<file path="config.mk">
export PLATFORM = sky130hd
export DESIGN_NAME = mini_alu_exec_flat
export DESIGN_NICKNAME = d
export VERILOG_FILES = /design/src/rtl/mini_alu_pkg.sv /design/src/rtl/mini_alu_exec_if.sv /design/src/rtl/mini_alu_seq_mult.sv /design/src/rtl/mini_alu_exec.sv /design/src/flat_wrapper.sv
export SDC_FILE = /design/constraint.sdc
export NUM_CORES = 1
export LEC_CHECK = 0
export CAP_MARGIN = 20
export CORE_MARGIN = 2
export CORE_UTILIZATION = 53
export DETAILED_ROUTE_END_ITERATION = 7
export MAX_ROUTING_LAYER = met4
export PLACE_DENSITY = 0.79
export SLEW_MARGIN = 20
export SYNTH_ARGS = -nofsm -noshare
export SYNTH_HDL_FRONTEND = slang
export SYNTH_HIERARCHICAL = 1
export SYNTH_SLANG_ARGS = --single-unit
</file>
<file path="constraint.sdc">
create_clock -name Clock -period 3 [get_ports Clock]
set_input_delay 0.6 -clock Clock [delete_from_list [all_inputs] [get_ports Clock]]
set_output_delay 0.6 -clock Clock [all_outputs]
set_load 0.01 [all_outputs]
</file>
<file path="src/rtl/mini_alu_pkg.sv">
// Shared opcode, FSM-state and output-flag definitions for the MiniAlu execute unit.
package mini_alu_pkg;

    localparam logic [3:0] OP_NOP   = 4'd0;
    localparam logic [3:0] OP_LED   = 4'd1;
    localparam logic [3:0] OP_BLE   = 4'd2;
    localparam logic [3:0] OP_STO   = 4'd3;
    localparam logic [3:0] OP_ADD   = 4'd4;
    localparam logic [3:0] OP_JMP   = 4'd5;
    localparam logic [3:0] OP_SUB   = 4'd6;
    localparam logic [3:0] OP_SMUL  = 4'd7;
    localparam logic [3:0] OP_ADD_W = 4'd8;
    localparam logic [3:0] OP_SUB_W = 4'd9;
    localparam logic [3:0] OP_UMUL  = 4'd10;

    // Multiplier sequencer states, kept as plain constants for legacy tools.
    localparam logic [1:0] ST_IDLE = 2'd0;
    localparam logic [1:0] ST_MUL  = 2'd1;
    localparam logic [1:0] ST_DONE = 2'd2;

    typedef struct packed {
        logic we;
        logic we_wide;
        logic branch;
        logic led;
        logic illegal;
    } out_flags_t;

    localparam out_flags_t FLAGS_WIDE = '{we: 1'b0, we_wide: 1'b1, branch: 1'b0, led: 1'b0, illegal: 1'b0};

    function automatic logic is_mul_op(input logic [3:0] op);
        return (op == OP_SMUL) || (op == OP_UMUL);
    endfunction

endpackage

</file>
<file path="src/rtl/mini_alu_exec_if.sv">
// Operation/result handshake bundle between decode, the execute unit and writeback.
interface mini_alu_exec_if #(
    parameter int unsigned DATA_WIDTH = 16,
    parameter int unsigned ADDR_WIDTH = 8
);
    logic                    iValid;
    logic                    oReady;
    logic [3:0]              iOperation;
    logic [ADDR_WIDTH-1:0]   iDest;
    logic [2*DATA_WIDTH-1:0] iOperandA;
    logic [2*DATA_WIDTH-1:0] iOperandB;
    logic [DATA_WIDTH-1:0]   iImmediate;
    logic                    oValid;
    logic                    iResultReady;
    logic [ADDR_WIDTH-1:0]   oDest;
    logic [2*DATA_WIDTH-1:0] oResult;
    logic                    oWriteEnable;
    logic                    oWriteEnableWide;
    logic                    oBranchTaken;
    logic                    oLedEnable;
    logic                    oIllegal;
    logic                    oBusy;

    modport master (
        output iValid, iOperation, iDest, iOperandA, iOperandB, iImmediate, iResultReady,
        input  oReady, oValid, oDest, oResult, oWriteEnable, oWriteEnableWide,
               oBranchTaken, oLedEnable, oIllegal, oBusy
    );

    modport slave (
        input  iValid, iOperation, iDest, iOperandA, iOperandB, iImmediate, iResultReady,
        output oReady, oValid, oDest, oResult, oWriteEnable, oWriteEnableWide,
               oBranchTaken, oLedEnable, oIllegal, oBusy
    );

endinterface

</file>
<file path="src/rtl/mini_alu_seq_mult.sv">
// Iterative radix-2 shift-add multiplier, one multiplier bit per cycle, with optional
// signed mode via sign/magnitude. The product is held in DONE until take_i.
module mini_alu_seq_mult
    import mini_alu_pkg::*;
#(
    parameter int unsigned WIDTH = 16
) (
    input  logic               clk,
    input  logic               rst_n,
    input  logic               start_i,
    input  logic               signed_i,
    input  logic [WIDTH-1:0]   a_i,
    input  logic [WIDTH-1:0]   b_i,
    input  logic               take_i,
    output logic               idle_o,
    output logic               busy_o,
    output logic               done_o,
    output logic [2*WIDTH-1:0] product_o
);

    localparam int unsigned CW = $clog2(WIDTH + 1);

    logic [1:0]         state_q, state_d;
    logic [CW-1:0]      count_q, count_d;
    logic [2*WIDTH-1:0] acc_q, acc_d;
    logic [2*WIDTH-1:0] mcand_q, mcand_d;
    logic [WIDTH-1:0]   mplier_q, mplier_d;
    logic               neg_q, neg_d;
    logic [WIDTH-1:0]   mag_a, mag_b;

    // The magnitude of -2^(W-1) is 2^(W-1), which still fits as an unsigned W-bit value.
    assign mag_a = (signed_i && a_i[WIDTH-1]) ? -a_i : a_i;
    assign mag_b = (signed_i && b_i[WIDTH-1]) ? -b_i : b_i;

    always_comb begin
        // NOTE: every next-state variable gets a default first so no latch is inferred.
        state_d  = state_q;
        count_d  = count_q;
        acc_d    = acc_q;
        mcand_d  = mcand_q;
        mplier_d = mplier_q;
        neg_d    = neg_q;
        case (state_q)
            ST_IDLE: begin
                if (start_i) begin
                    state_d  = ST_MUL;
                    count_d  = '0;
                    acc_d    = '0;
                    mcand_d  = {{WIDTH{1'b0}}, mag_a};
                    mplier_d = mag_b;
                    neg_d    = signed_i & (a_i[WIDTH-1] ^ b_i[WIDTH-1]);
                end
            end
            ST_MUL: begin
                if (count_q == CW'(WIDTH)) begin
                    state_d = ST_DONE;
                end else begin
                    if (mplier_q[0]) acc_d = acc_q + mcand_q;
                    mcand_d  = mcand_q << 1;
                    mplier_d = mplier_q >> 1;
                    count_d  = count_q + CW'(1);
                end
            end
            ST_DONE: begin
                if (take_i) state_d = ST_IDLE;
            end
            default: state_d = ST_IDLE;
        endcase
    end

    always_ff @(posedge clk or negedge rst_n) begin
        // NOTE: sequential state is written with non-blocking assignments only.
        if (!rst_n) begin
            state_q  <= ST_IDLE;
            count_q  <= '0;
            acc_q    <= '0;
            mcand_q  <= '0;
            mplier_q <= '0;
            neg_q    <= 1'b0;
        end else begin
            state_q  <= state_d;
            count_q  <= count_d;
            acc_q    <= acc_d;
            mcand_q  <= mcand_d;
            mplier_q <= mplier_d;
            neg_q    <= neg_d;
        end
    end

    assign idle_o    = (state_q == ST_IDLE);
    assign busy_o    = (state_q == ST_MUL);
    assign done_o    = (state_q == ST_DONE);
    assign product_o = neg_q ? -acc_q : acc_q;

endmodule

</file>
<file path="src/rtl/mini_alu_exec.sv">
// MiniAlu execute unit: decodes an accepted operation into a registered result with
// write/branch/LED requests; multiplies go through the iterative sequencer.
module mini_alu_exec
    import mini_alu_pkg::*;
#(
    parameter int unsigned DATA_WIDTH = 16,
    parameter int unsigned ADDR_WIDTH = 8,
    parameter bit          SATURATE   = 1'b0
) (
    input  logic             Clock,
    input  logic             Reset,
    mini_alu_exec_if.slave   bus
);

    localparam int unsigned W  = DATA_WIDTH;
    localparam int unsigned RW = 2 * DATA_WIDTH;

    logic [W-1:0]          a_n, b_n;
    logic [W-1:0]          add_n, sub_n, clamp_n;
    logic                  add_ovf, sub_ovf;
    logic                  out_free, accept, accept_mul, mul_take;
    logic                  mul_idle, mul_busy, mul_done;
    logic [RW-1:0]         mul_product;
    logic [RW-1:0]         dec_result;
    out_flags_t            dec_flags;

    logic                  valid_q;
    logic [RW-1:0]         result_q;
    logic [ADDR_WIDTH-1:0] dest_q;
    logic [ADDR_WIDTH-1:0] mul_dest_q;
    out_flags_t            flags_q;

    assign a_n = bus.iOperandA[W-1:0];
    assign b_n = bus.iOperandB[W-1:0];

    // A slot is free when empty or when the held result is consumed this very cycle.
    assign out_free   = !valid_q || bus.iResultReady;
    assign bus.oReady = mul_idle && out_free;
    assign accept     = bus.iValid && bus.oReady;
    assign accept_mul = accept && is_mul_op(bus.iOperation);
    assign mul_take   = mul_done && out_free;

    assign add_n   = b_n + a_n;
    assign sub_n   = b_n - a_n;
    assign add_ovf = (a_n[W-1] == b_n[W-1]) && (add_n[W-1] != b_n[W-1]);
    assign sub_ovf = (a_n[W-1] != b_n[W-1]) && (sub_n[W-1] != b_n[W-1]);
    // Overflow always lands on the side of B's sign, so B picks the rail.
    assign clamp_n = b_n[W-1] ? {1'b1, {(W-1){1'b0}}} : {1'b0, {(W-1){1'b1}}};

    always_comb begin
        dec_result = '0;
        dec_flags  = '0;
        case (bus.iOperation)
            OP_NOP: ;
            OP_LED: begin
                dec_flags.led = 1'b1;
                dec_result    = {{W{1'b0}}, b_n};
            end
            OP_BLE: dec_flags.branch = (b_n <= a_n);
            OP_STO: begin
                dec_flags.we = 1'b1;
                dec_result   = {{W{1'b0}}, bus.iImmediate};
            end
            OP_ADD: begin
                dec_flags.we = 1'b1;
                dec_result   = {{W{1'b0}}, (SATURATE && add_ovf) ? clamp_n : add_n};
            end
            OP_JMP: dec_flags.branch = 1'b1;
            OP_SUB: begin
                dec_flags.we = 1'b1;
                dec_result   = {{W{1'b0}}, (SATURATE && sub_ovf) ? clamp_n : sub_n};
            end
            OP_ADD_W: begin
                dec_flags.we_wide = 1'b1;
                dec_result        = bus.iOperandB + bus.iOperandA;
            end
            OP_SUB_W: begin
                dec_flags.we_wide = 1'b1;
                dec_result        = bus.iOperandB - bus.iOperandA;
            end
            OP_SMUL, OP_UMUL: ;
            default: dec_flags.illegal = 1'b1;
        endcase
    end

    mini_alu_seq_mult #(
        .WIDTH(W)
    ) u_mult (
        .clk       (Clock),
        .rst_n     (Reset),
        .start_i   (accept_mul),
        .signed_i  (bus.iOperation == OP_SMUL),
        .a_i       (a_n),
        .b_i       (b_n),
        .take_i    (mul_take),
        .idle_o    (mul_idle),
        .busy_o    (mul_busy),
        .done_o    (mul_done),
        .product_o (mul_product)
    );

    // Single-cycle loads and multiplier takes are exclusive: accept needs IDLE, take needs DONE.
    always_ff @(posedge Clock or negedge Reset) begin
        if (!Reset) begin
            valid_q    <= 1'b0;
            result_q   <= '0;
            dest_q     <= '0;
            mul_dest_q <= '0;
            flags_q    <= '0;
        end else begin
            if (accept_mul) mul_dest_q <= bus.iDest;
            if (accept && !accept_mul) begin
                valid_q  <= 1'b1;
                result_q <= dec_result;
                dest_q   <= bus.iDest;
                flags_q  <= dec_flags;
            end else if (mul_take) begin
                valid_q  <= 1'b1;
                result_q <= mul_product;
                dest_q   <= mul_dest_q;
                flags_q  <= FLAGS_WIDE;
            end else if (bus.iResultReady) begin
                valid_q  <= 1'b0;
            end
        end
    end

    assign bus.oValid           = valid_q;
    assign bus.oResult          = result_q;
    assign bus.oDest            = dest_q;
    assign bus.oWriteEnable     = valid_q & flags_q.we;
    assign bus.oWriteEnableWide = valid_q & flags_q.we_wide;
    assign bus.oBranchTaken     = valid_q & flags_q.branch;
    assign bus.oLedEnable       = valid_q & flags_q.led;
    assign bus.oIllegal         = valid_q & flags_q.illegal;
    assign bus.oBusy            = mul_busy;

endmodule

</file>
<file path="src/flat_wrapper.sv">
// flat-port wrapper written by rule: the top's interface ports become plain ports
module mini_alu_exec_flat import mini_alu_pkg::*;
#(
    parameter int unsigned DATA_WIDTH = 16,
    parameter int unsigned ADDR_WIDTH = 8,
    parameter bit          SATURATE   = 1'b0
)
  (Clock, Reset, bus_iValid, bus_iOperation, bus_iDest, bus_iOperandA, bus_iOperandB, bus_iImmediate, bus_iResultReady, bus_oReady, bus_oValid, bus_oDest, bus_oResult, bus_oWriteEnable, bus_oWriteEnableWide, bus_oBranchTaken, bus_oLedEnable, bus_oIllegal, bus_oBusy);
  mini_alu_exec_if #(.DATA_WIDTH(DATA_WIDTH), .ADDR_WIDTH(ADDR_WIDTH)) bus_i ();
  input  logic Clock;
  input  logic Reset;
  input wire logic [$bits(bus_i.iValid)-1:0] bus_iValid;
  input wire logic [$bits(bus_i.iOperation)-1:0] bus_iOperation;
  input wire logic [$bits(bus_i.iDest)-1:0] bus_iDest;
  input wire logic [$bits(bus_i.iOperandA)-1:0] bus_iOperandA;
  input wire logic [$bits(bus_i.iOperandB)-1:0] bus_iOperandB;
  input wire logic [$bits(bus_i.iImmediate)-1:0] bus_iImmediate;
  input wire logic [$bits(bus_i.iResultReady)-1:0] bus_iResultReady;
  output wire logic [$bits(bus_i.oReady)-1:0] bus_oReady;
  output wire logic [$bits(bus_i.oValid)-1:0] bus_oValid;
  output wire logic [$bits(bus_i.oDest)-1:0] bus_oDest;
  output wire logic [$bits(bus_i.oResult)-1:0] bus_oResult;
  output wire logic [$bits(bus_i.oWriteEnable)-1:0] bus_oWriteEnable;
  output wire logic [$bits(bus_i.oWriteEnableWide)-1:0] bus_oWriteEnableWide;
  output wire logic [$bits(bus_i.oBranchTaken)-1:0] bus_oBranchTaken;
  output wire logic [$bits(bus_i.oLedEnable)-1:0] bus_oLedEnable;
  output wire logic [$bits(bus_i.oIllegal)-1:0] bus_oIllegal;
  output wire logic [$bits(bus_i.oBusy)-1:0] bus_oBusy;
  assign bus_i.iValid = bus_iValid;
  assign bus_i.iOperation = bus_iOperation;
  assign bus_i.iDest = bus_iDest;
  assign bus_i.iOperandA = bus_iOperandA;
  assign bus_i.iOperandB = bus_iOperandB;
  assign bus_i.iImmediate = bus_iImmediate;
  assign bus_i.iResultReady = bus_iResultReady;
  assign bus_oReady = bus_i.oReady;
  assign bus_oValid = bus_i.oValid;
  assign bus_oDest = bus_i.oDest;
  assign bus_oResult = bus_i.oResult;
  assign bus_oWriteEnable = bus_i.oWriteEnable;
  assign bus_oWriteEnableWide = bus_i.oWriteEnableWide;
  assign bus_oBranchTaken = bus_i.oBranchTaken;
  assign bus_oLedEnable = bus_i.oLedEnable;
  assign bus_oIllegal = bus_i.oIllegal;
  assign bus_oBusy = bus_i.oBusy;
  mini_alu_exec #(.DATA_WIDTH(DATA_WIDTH), .ADDR_WIDTH(ADDR_WIDTH), .SATURATE(SATURATE)) u_core (.Clock(Clock), .Reset(Reset), .bus(bus_i));
endmodule
</file>
==> results.md <==
* Outcome: finished, violations left
* Failing checks: negative setup slack
* Synth Instances at 1701
* Root Buffer: clkbuf_16
* Insertion delay to the later sink of the worst-skew pair at between 0.4 and 0.5 ns
* Deepest clock path buffer count at 2
* #FFs+latches synth at approximately 140
* Cells taking the most area after synthesis: dfrtp_1 27%, ha_1 9.2%, o21ai_0 6.6%
* Setup violators final at 24
* Critical path fanouts, max at 4
* Total gr overflow at 0
* Final Hold Fails at 0
* R2R Setup Slk at -0.49 ns
* Initial antenna violation count at 0
* Relative slew slack at between 40% and 50%
* Worst setup margin at -1.10 ns
* Top-area cell type share of the netlist area at a little over a quarter
* Register area share after synthesis at a little over a quarter
* Post-Route Utilization at around 78%
* Mean Syn Cell Area at between 7 and 8 µm²
* RSZ-0062 raised after global routing: yes
* Total track usage at about two fifths
* Layout cells sized above 1 at around 27%
* Starting Density at 54.3%
* Clk_skew at approximately 0.013 ns
* CP required at ~3.3 ns
* Pwr per Cell Area at roughly 750 nW/µm²
* Endpoint class of the critical path: register
* Die area at ~26000 µm²
* Final ANT Viol Nets at 0
* Global-route wire length before repair at 80.0 mm
* Max Clk Rate at 244 MHz
* Syn-to-layout area delta at 43.9%
* RR Startpoint: u_core/u_mult/acc_q[1]
* GPL Wtd Cong at 1.06
* Largest net degree at the start of global routing at 52
* Nets@finish at between 2000 and 2500
* DIE WIDTH at approximately 160 µm
* Clock sinks at ~140
* Total I/O pin count at between 100 and 150
* Worst-path clk slew at roughly 0.070 ns
* Routed len/inst at 21.2 µm
* Static leakage at ~8.7 nW
* EDFF count, synth at 0
* Simple-Gate Fraction of Synth Area at approximately 21%
* Syn Nets at about 1900
* Startpoint Class: input pin
* Ys async rst share at 100%
* Area leader, netlist: dfrtp_1
* Top_reg_cell synth: dfrtp_1
* Initial DRC count at 1770
* Via/cell ratio at between 6 and 7
* Vias in the first global route at 15000
* Synth warn at 6
* Hold WS at 0.102 ns
* Worst EP arrival at around 4.4 ns
* Detail Placement HPWL at ~39 mm
* Worst Tran Pin Value at a little under 0.8 ns
* Drt pass-1 iters at 6
* Post-Route WL at roughly 53 mm
* Period utilisation layout at 137%
* Synth Area in XOR/XNOR at just under 9%
* Yosys cell types at 81
* Port Buffers at 143
* Total CTS buffers at 17
* Residual DRC count at 0
* Complex-gate fraction of the synthesized area at around 27%
* Hold WC Path Type: in2async
* Critical setup path kind: in2reg
* Total Power at approximately 14 mW
* Cell Rows at 57
* Adder-Cell Fraction of Synth Area at roughly a tenth
* Setup_tns at -19.10 ns
* Diode count at 0
* Crit path time final at between 4 and 5 ns
* Vias at between 15000 and 20000
* Core ar. at between 20000 and 25000 µm²
* Die Y at roughly 160 µm
* Peak supply drop at slightly below 0.8 mV
* Max Cap Violations at 0
* Combinational family with the most area after synthesis: compound AO/OA/AOI/OAI gates
* Reg2reg end: u_core/bus.oResult[25]
* Reg2Reg Depth at 11
* Synthesized area at roughly 13000 µm²
* H-tree depth at 4
* Post-synthesis mux area share at ~2.2%
* Slew Limit Fails at 0
* CTS tree: done
-- power breakdown --
part	switching, mW	internal [mW]	leakage (nW)	total [mW]
Clock	0.995	1.27	0.304	2.27
Sequential	0.744	2.76	1.81	3.50
Combinational	4.66	3.86	6.59	8.51
-- worst max path at each step --
| stage | from | end | depth (start not counted) |
|---|---|---|---|
| floorplan | bus_iOperandA[3] | u_core/bus.oResult[30] | 15 |
| global placement | bus_iOperandA[3] | u_core/bus.oResult[30] | 15 |
| detailed placement | bus_iOperandA[6] | u_core/bus.oResult[30] | 15 |
| CTS | bus_iOperandA[1] | u_core/bus.oResult[30] | 16 |
| global route | bus_iOperandA[1] | u_core/bus.oResult[30] | 15 |
| finish | bus_iOperandA[1] | u_core/bus.oResult[25] | 16 |
-- layer usage --
metal | GRT usage, % | part of all wire (%)
met1 | 52.1 | 40
met4 | 14.3 | 4.4
met3 | 9.55 | 11
met5 | - | 0
met2 | 59.9 | 44
-- synthesized netlist by cell type, drive strengths merged (7+ instances only) --
master,count
a211o,7
a211oi,24
a21o,36
a21oi,124
a22oi,11
a31oi,37
and2,15
and3,11
buf,14
clkbuf,76
dfrtp,142
ha,98
inv,65
mux2,10
mux2i,18
nand2,200
nand2b,12
nand3,64
nand4,14
nor2,123
nor2b,9
nor3,34
nor3b,9
o2111ai,7
o211ai,17
o21a,15
o21ai,176
o22ai,13
o31ai,33
o41ai,9
or3,35
or4,15
xnor2,99
xor2,34
-- sequential cells by signal, summed over array words and instances (netlist names), 2 cells and up --
register and cells:
u_core/u_mult/count_q 5, u_core/u_mult/mplier_q 16, u_core/u_mult/state_q 2, u_core/bus.oDest 8, u_core/u_mult/acc_q 32, u_core/bus.oResult 32
u_core/flags_q 5, u_core/u_mult/mcand_q 32, u_core/mul_dest_q 8
-- placed cells by master (no fill, tap or decap), drive strengths merged, types with 35 or more instances in the layout --
cell | Yosys | final
a21o | 36 | 36
a21oi | 124 | 124
a31oi | 37 | 37
buf | 14 | 403
clkdlybuf4s50 | 0 | 125
dfrtp | 142 | 142
ha | 98 | 98
inv | 65 | 73
nand2 | 200 | 200
nand3 | 64 | 64
nor2 | 123 | 123
o21ai | 176 | 176
or3 | 35 | 35
xnor2 | 99 | 99
-- stage by stage --
stage | setup WS [ns] | cell area, µm² | std cells
floorplan | -1.11 | 13500 | 1701
global placement | -1.67 | 17600 | 2430
detailed placement | -1.79 | 17600 | 2430
CTS | -1.08 | 18800 | 2490
global route | -1.16 | 19100 | 2505
finish | -1.10 | 19100 | 2505
-- worst max-delay path, stage by stage --
cell and delay [ns]:
buf_6 0.09, or4_4 0.54, nand2b_4 0.17, or3_4 0.36, o41ai_1 0.57, xnor2_1 0.18, ha_1 0.38, buf_4 0.17
nand2_1 0.07, a21oi_2 0.05, o2111ai_2 0.25, a21o_1 0.19, nand2_2 0.12, a21o_1 0.24, a21o_1 0.18, a211o_1 0.24
-- repair_timing --
item / in CTS / in global routing
resized for setup: 125 / 58
endpoints found under the setup margin: 33 / 37
pin swaps: 69 / 65
endpoints found under the hold margin: 0 / 0
hold buffers: 0 / 0
buffers inserted: 30 / 16
-- logic make-up (layout without fill, tap and decap cells) --
logic type / count (synthesis) / after routing
AO/OA/AOI/OAI: 569 / 569
XOR/XNOR: 133 / 133
adder cells (fa/ha/maj): 102 / 102
AND/OR/NAND/NOR: 570 / 570
flip-flops: 142 / 142
multiplexers: 28 / 28
buffers and inverters: 157 / 637
-- cell type report --
| cell class | instances | area [µm²] |
|---|---|---|
| Clock inverter | 15 | 193 |
| Timing Repair Buffer | 538 | 4490 |
| Inverter | 67 | 254 |
| Fill cell | 1713 | 5340 |
| Clock buffer | 17 | 425 |
| Tap cell | 324 | 405 |
| Sequential cell | 142 | 3550 |
| Multi-Input combinational cell | 1402 | 9810 |
(Power assumes the default switching activity.)
